<file path="config.mk">
export PLATFORM = sky130hd
export DESIGN_NAME = mem_access_sequencer
export DESIGN_NICKNAME = d
export VERILOG_FILES = /design/src/rtl/mem_access_sequencer.sv
export SDC_FILE = /design/constraint.sdc
export NUM_CORES = 1
export LEC_CHECK = 0
export ABC_AREA = 1
export CELL_PAD_IN_SITES_DETAIL_PLACEMENT = 1
export CELL_PAD_IN_SITES_GLOBAL_PLACEMENT = 1
export CORE_MARGIN = 1
export CORE_UTILIZATION = 31
export CTS_CLUSTER_SIZE = 24
export DETAILED_ROUTE_END_ITERATION = 12
export PLACE_DENSITY = 0.76
export SLEW_MARGIN = 0
export SYNTH_ARGS = -nofsm -noshare
export SYNTH_HDL_FRONTEND = slang
export SYNTH_SLANG_ARGS = --single-unit
</file>
<file path="constraint.sdc">
create_clock -name i_Clk -period 1.6 [get_ports i_Clk]
set_input_delay 0.32 -clock i_Clk [delete_from_list [all_inputs] [get_ports i_Clk]]
set_output_delay 0.32 -clock i_Clk [all_outputs]
set_load 0.03 [all_outputs]
</file>
<file path="src/rtl/mem_access_sequencer.sv">
// Memory access sequencer for LD/LDI/ST/STI/TRAP: drives MAR/MDR strobes and the
// memory handshake, reports completion or an error (illegal op / ready timeout).
module mem_access_sequencer #(
    parameter int MEM_TIMEOUT = 16,
    parameter int CNT_W       = 5
) (
    input  logic       i_Clk,
    input  logic       i_Reset,
    input  logic       i_Start,
    input  logic [2:0] i_Op,
    input  logic       i_MemReady,
    output logic       o_MarMuxControl,
    output logic       o_GateMarMux,
    output logic       o_GateMdr,
    output logic       o_LdMar,
    output logic       o_LdMdr,
    output logic       o_MioEn,
    output logic       o_RW,
    output logic       o_Busy,
    output logic       o_Done,
    output logic       o_Error
);

    typedef enum logic [2:0] {
        S_IDLE, S_ADDR, S_READ, S_IND, S_WRITE, S_DONE, S_ERR
    } state_t;

    localparam logic [2:0] OP_LD   = 3'd0;
    localparam logic [2:0] OP_LDI  = 3'd1;
    localparam logic [2:0] OP_ST   = 3'd2;
    localparam logic [2:0] OP_STI  = 3'd3;
    localparam logic [2:0] OP_TRAP = 3'd4;

    localparam bit               TO_EN   = (MEM_TIMEOUT != 0);
    localparam logic [CNT_W-1:0] TO_LAST = CNT_W'((MEM_TIMEOUT > 0) ? MEM_TIMEOUT - 1 : 0);

    state_t           state, state_next;
    logic [2:0]       op;
    logic [CNT_W-1:0] cnt;
    logic             ind_done;
    logic             op_legal;
    logic             in_access;
    logic             timeout;

    assign op_legal  = (i_Op <= OP_TRAP);
    assign in_access = (state == S_READ) || (state == S_WRITE);
    assign timeout   = TO_EN && (cnt == TO_LAST) && !i_MemReady;

    always_ff @(posedge i_Clk or posedge i_Reset) begin
        if (i_Reset) begin
            state    <= S_IDLE;
            op       <= OP_LD;
            cnt      <= '0;
            ind_done <= 1'b0;
        end else begin
            state <= state_next;
            if (state == S_IDLE && i_Start && op_legal)
                op <= i_Op;
            // Any state change restarts the wait count, so every READ/WRITE entry starts at 0.
            if (state_next != state)
                cnt <= '0;
            else if (in_access && !i_MemReady)
                cnt <= cnt + CNT_W'(1);
            if (state == S_IDLE)
                ind_done <= 1'b0;
            else if (state == S_IND)
                ind_done <= 1'b1;
        end
    end

    always_comb begin
        state_next      = state;
        o_MarMuxControl = 1'b0;
        o_GateMarMux    = 1'b0;
        o_GateMdr       = 1'b0;
        o_LdMar         = 1'b0;
        o_LdMdr         = 1'b0;
        o_MioEn         = 1'b0;
        o_RW            = 1'b0;
        o_Busy          = (state != S_IDLE);
        o_Done          = 1'b0;
        o_Error         = 1'b0;
        case (state)
            S_IDLE: begin
                if (i_Start)
                    state_next = op_legal ? S_ADDR : S_ERR;
            end
            S_ADDR: begin
                o_GateMarMux    = 1'b1;
                o_LdMar         = 1'b1;
                o_MarMuxControl = (op != OP_TRAP);
                // STI goes through READ first to fetch its pointer.
                state_next      = (op == OP_ST) ? S_WRITE : S_READ;
            end
            S_READ: begin
                o_MioEn = 1'b1;
                o_LdMdr = 1'b1;
                if (i_MemReady)
                    state_next = ((op == OP_LDI || op == OP_STI) && !ind_done) ? S_IND : S_DONE;
                else if (timeout)
                    state_next = S_ERR;
            end
            S_IND: begin
                o_GateMdr  = 1'b1;
                o_LdMar    = 1'b1;
                state_next = (op == OP_STI) ? S_WRITE : S_READ;
            end
            S_WRITE: begin
                o_MioEn = 1'b1;
                o_RW    = 1'b1;
                if (i_MemReady)
                    state_next = S_DONE;
                else if (timeout)
                    state_next = S_ERR;
            end
            S_DONE: begin
                o_Done     = 1'b1;
                state_next = S_IDLE;
            end
            S_ERR: begin
                o_Error    = 1'b1;
                state_next = S_IDLE;
            end
            default: state_next = S_IDLE;
        endcase
    end

endmodule

</file>
==> results.yml <==
global_routing:
  grt_first_pass_wirelength_um: 4340
  grt_usage_pct: 22.4
  antenna_found_initial: 0
  first_global_vias: 923
  grt_max_degree: 13
  grt-ovfl-total: 0
min_path:
  worstHoldPathType: "input pin to async pin"
synth:
  ys.warnings.count: 0
  synth_seq_area_share_pct: 38.1
  synth_async_sr_flop_share_pct: 100
  yosysTopAreaCell: "dfrtp_1"
  post_synth.cell_area_avg_um2: 6.85
  synth_area_um2: 788
  synth_cells: 115
  synth_top_area_share_pct: 38.1
  yosysUniqueCellTypes: 22
  syn-num-nets: 124
  synth_most_common_cell: "nand2_1"
  ys_top_cells_by_area: "dfrtp_1 (38%), nand2_1 (12%), nor2_1 (11%)"
  synth_flop_cell: "dfrtp_1"
  synth-seq-cells: 12
  synthTopCellsByCount: "nand2_1 (25), nor2_1 (23), inv_1 (19), dfrtp_1 (12)"
  synth_edf_count: 0
timing:
  rsz0062_at_grt: "true"
  finalHoldViolations: 0
  slew_headroom_pct: 66.9
  final.setup_skew_ns: 0.00492
  maxSlewViolCount: 0
  worstMarginPinSlew_ns: 0.497
  tns_ns: -1.23
  period_minus_slack_ns: 1.81
  max_freq_ghz: 0.553
  finalCritPeriodShare_pct: 113
  finalSetupViolCount: 12
  finalWorstSetupSlack_ns: -0.209
worst_setup_path:
  cpMaxStageDelayCell: "dfrtp_1"
  endpoint_kind: "register"
  start_kind: "register"
  critPathLaunch: "cnt[1]"
  crit_path_max_incr_delay_ns: 0.40
  rr_startpoint: "cnt[1]"
  worstPathRequired_ns: 1.82
  cp_max_fo: 5
  arrival_ns: 2.03
  path_cells: "ha_2 > and3_4 > ha_4 > inv_2 > nand2_2 > nand3_2 > nor2_2 > nor2_1 > nand2_1 > nand2_2 > nand3_4 > nor2_1"
  path_class: "register to register"
  rr_worst_depth: 12
pwr:
  finalPower_mw: 2.76
  peakVddDrop_v: 0.00112
  leakage_nw: 0.684
  p_per_area_nw_per_um2: 1940
floorplan:
  die-area_um2: 2750
  dieHeight_um: 52.4
  start_util_pct: 34.3
  core-area_um2: 2300
  rows: 17
  num_io_pins: 17
  dieWidth_um: 52.4
clock_tree:
  clkTransAtPathRegs_ns: 0.09
  cts_buffer_depth: 2
  cts-buffers-inserted: 3
  cts_hold_buf: 0
  clock_latency_ns: 0.29
  cts-root-buf: "clkbuf_4"
  htreeDepth: 1
  cts_tree: "done"
  cts.sinks: 12
route:
  wirelength_um: 3130
  vias: 964
  dr.pass1.iters: 4
  route.detailed.drc: 0
  antenna_left: 0
  drtIter0Drc: 19
  wl_per_cell_um: 16.5
  vias_per_cell: 5.07
cells_and_area:
  area.growth.synth_to_final_pct: 80.3
  drive_gt1_share_pct: 49.4
  final_nets: 172
  diodes: 0
placed_design:
  dp_hpwl_um: 1850
  gp_congestion: 0.780
  portBuffers: 16
status:
  violations: "negative setup slack"
  status: "finished, violations left"
flow_run:
  drv_cap: 0
==> critical path: cells and delay by family (launching register included) <==
kind / cells / cell delay (ns)
flops: 1 / 0.40
simple gates: 9 / 0.93
fa+ha+maj: 2 / 0.35
buf+inv: 1 / 0.06
==> logic make-up (layout without fill, tap and decap cells) <==
group / after synthesis / in the layout / share of synthesized area, %
simple gates: 62 / 62 / 33.7
buf+inv: 21 / 68 / 11.0
compound gates: 15 / 15 / 10.8
flops: 12 / 12 / 38.1
xor+xnor: 3 / 3 / 3.33
fa+ha+maj: 2 / 2 / 3.17
==> through the flow <==
step | worst slack, ns | cells | utilization [%] | hold WS (ns) | cell area (um2)
final | -0.209 | 190 | 61.9 | 0.339 | 1420
after global routing | -0.263 | 190 | 61.9 | 0.405 | 1420
after CTS | -0.118 | 180 | 53.2 | 0.361 | 1220
after detailed placement | -0.145 | 170 | 45.5 | 0.557 | 1040
after global placement | -0.0944 | 170 | 45.5 | 0.547 | 1040
after floorplan | 0.0366 | 115 | - | 0.185 | 793
==> worst paths after layout <==
| check | endpoint | slack (ns) |
|---|---|---|
| max | cnt[1] | -0.21 |
| min | op[1] | 0.34 |
| max reg2reg | cnt[1] | -0.21 |
| min reg2reg | cnt[3] | 0.59 |
| max in group asynchronous | state[0] | 0.93 |
| min in group i_Clk | cnt[3] | 0.59 |
==> power breakdown <==
group | leakage (nW) | total (mW) | internal (mW) | switching, mW
registers | 0.156 | 0.478 | 0.396 | 0.0821
clock network | 0.0210 | 0.267 | 0.139 | 0.128
logic | 0.506 | 2.02 | 0.842 | 1.17
==> sequential cells by signal, summed over array words and instances, names as in the netlist <==
name and flops:
cnt 5, op 3, state 3, ind_done 1
==> cells in the final DEF (no fill, tap or decap) <==
cell             instances
a21oi_1                  2
a21oi_2                  1
a31oi_1                  1
and3_4                   1
buf_12                   1
buf_2                    1
buf_4                   26
buf_6                   10
clkbuf_4                 3
clkbuf_8                 1
clkdlybuf4s50_1          6
dfrtp_1                 12
ha_2                     1
ha_4                     1
inv_1                   14
inv_2                    4
inv_8                    2
nand2_1                 20
nand2_2                  5
nand2_4                  1
nand3_1                  5
nand3_2                  1
nand3_4                  2
nor2_1                  13
nor2_2                   5
nor2_4                   7
nor3_4                   2
o2111ai_2                1
o21ai_0                  5
o21ai_1                  1
o21ai_2                  3
o22ai_1                  1
xor2_1                   2
xor2_2                   1
==> routing by layer <==
| layer | up-vias | track usage, % | wire length, um |
|---|---|---|---|
| li1 | 456 | - | - |
| met1 | 463 | 29.6 | 1330 |
| met2 | 34 | 37.6 | 1560 |
| met3 | 11 | 3.48 | 141 |
| met4 | 0 | 5.70 | 90 |
| met5 | - | 0 | 0 |
==> timing repair <==
item	CTS	global route
setup endpoints to repair	14	15
pin swaps	9	13
setup buffers	7	10
gates resized for setup	30	37
==> final cells by class <==
| class | instances | area [um2] |
|---|---|---|
| fillers | 270 | 876 |
| multi-input cells | 82 | 567 |
| repair buffers | 44 | 393 |
| flip-flops and latches | 12 | 300 |
| inverters | 20 | 90.1 |
| clock buffers | 4 | 36.3 |
| well taps | 28 | 35.0 |
(Power assumes the default switching activity.)
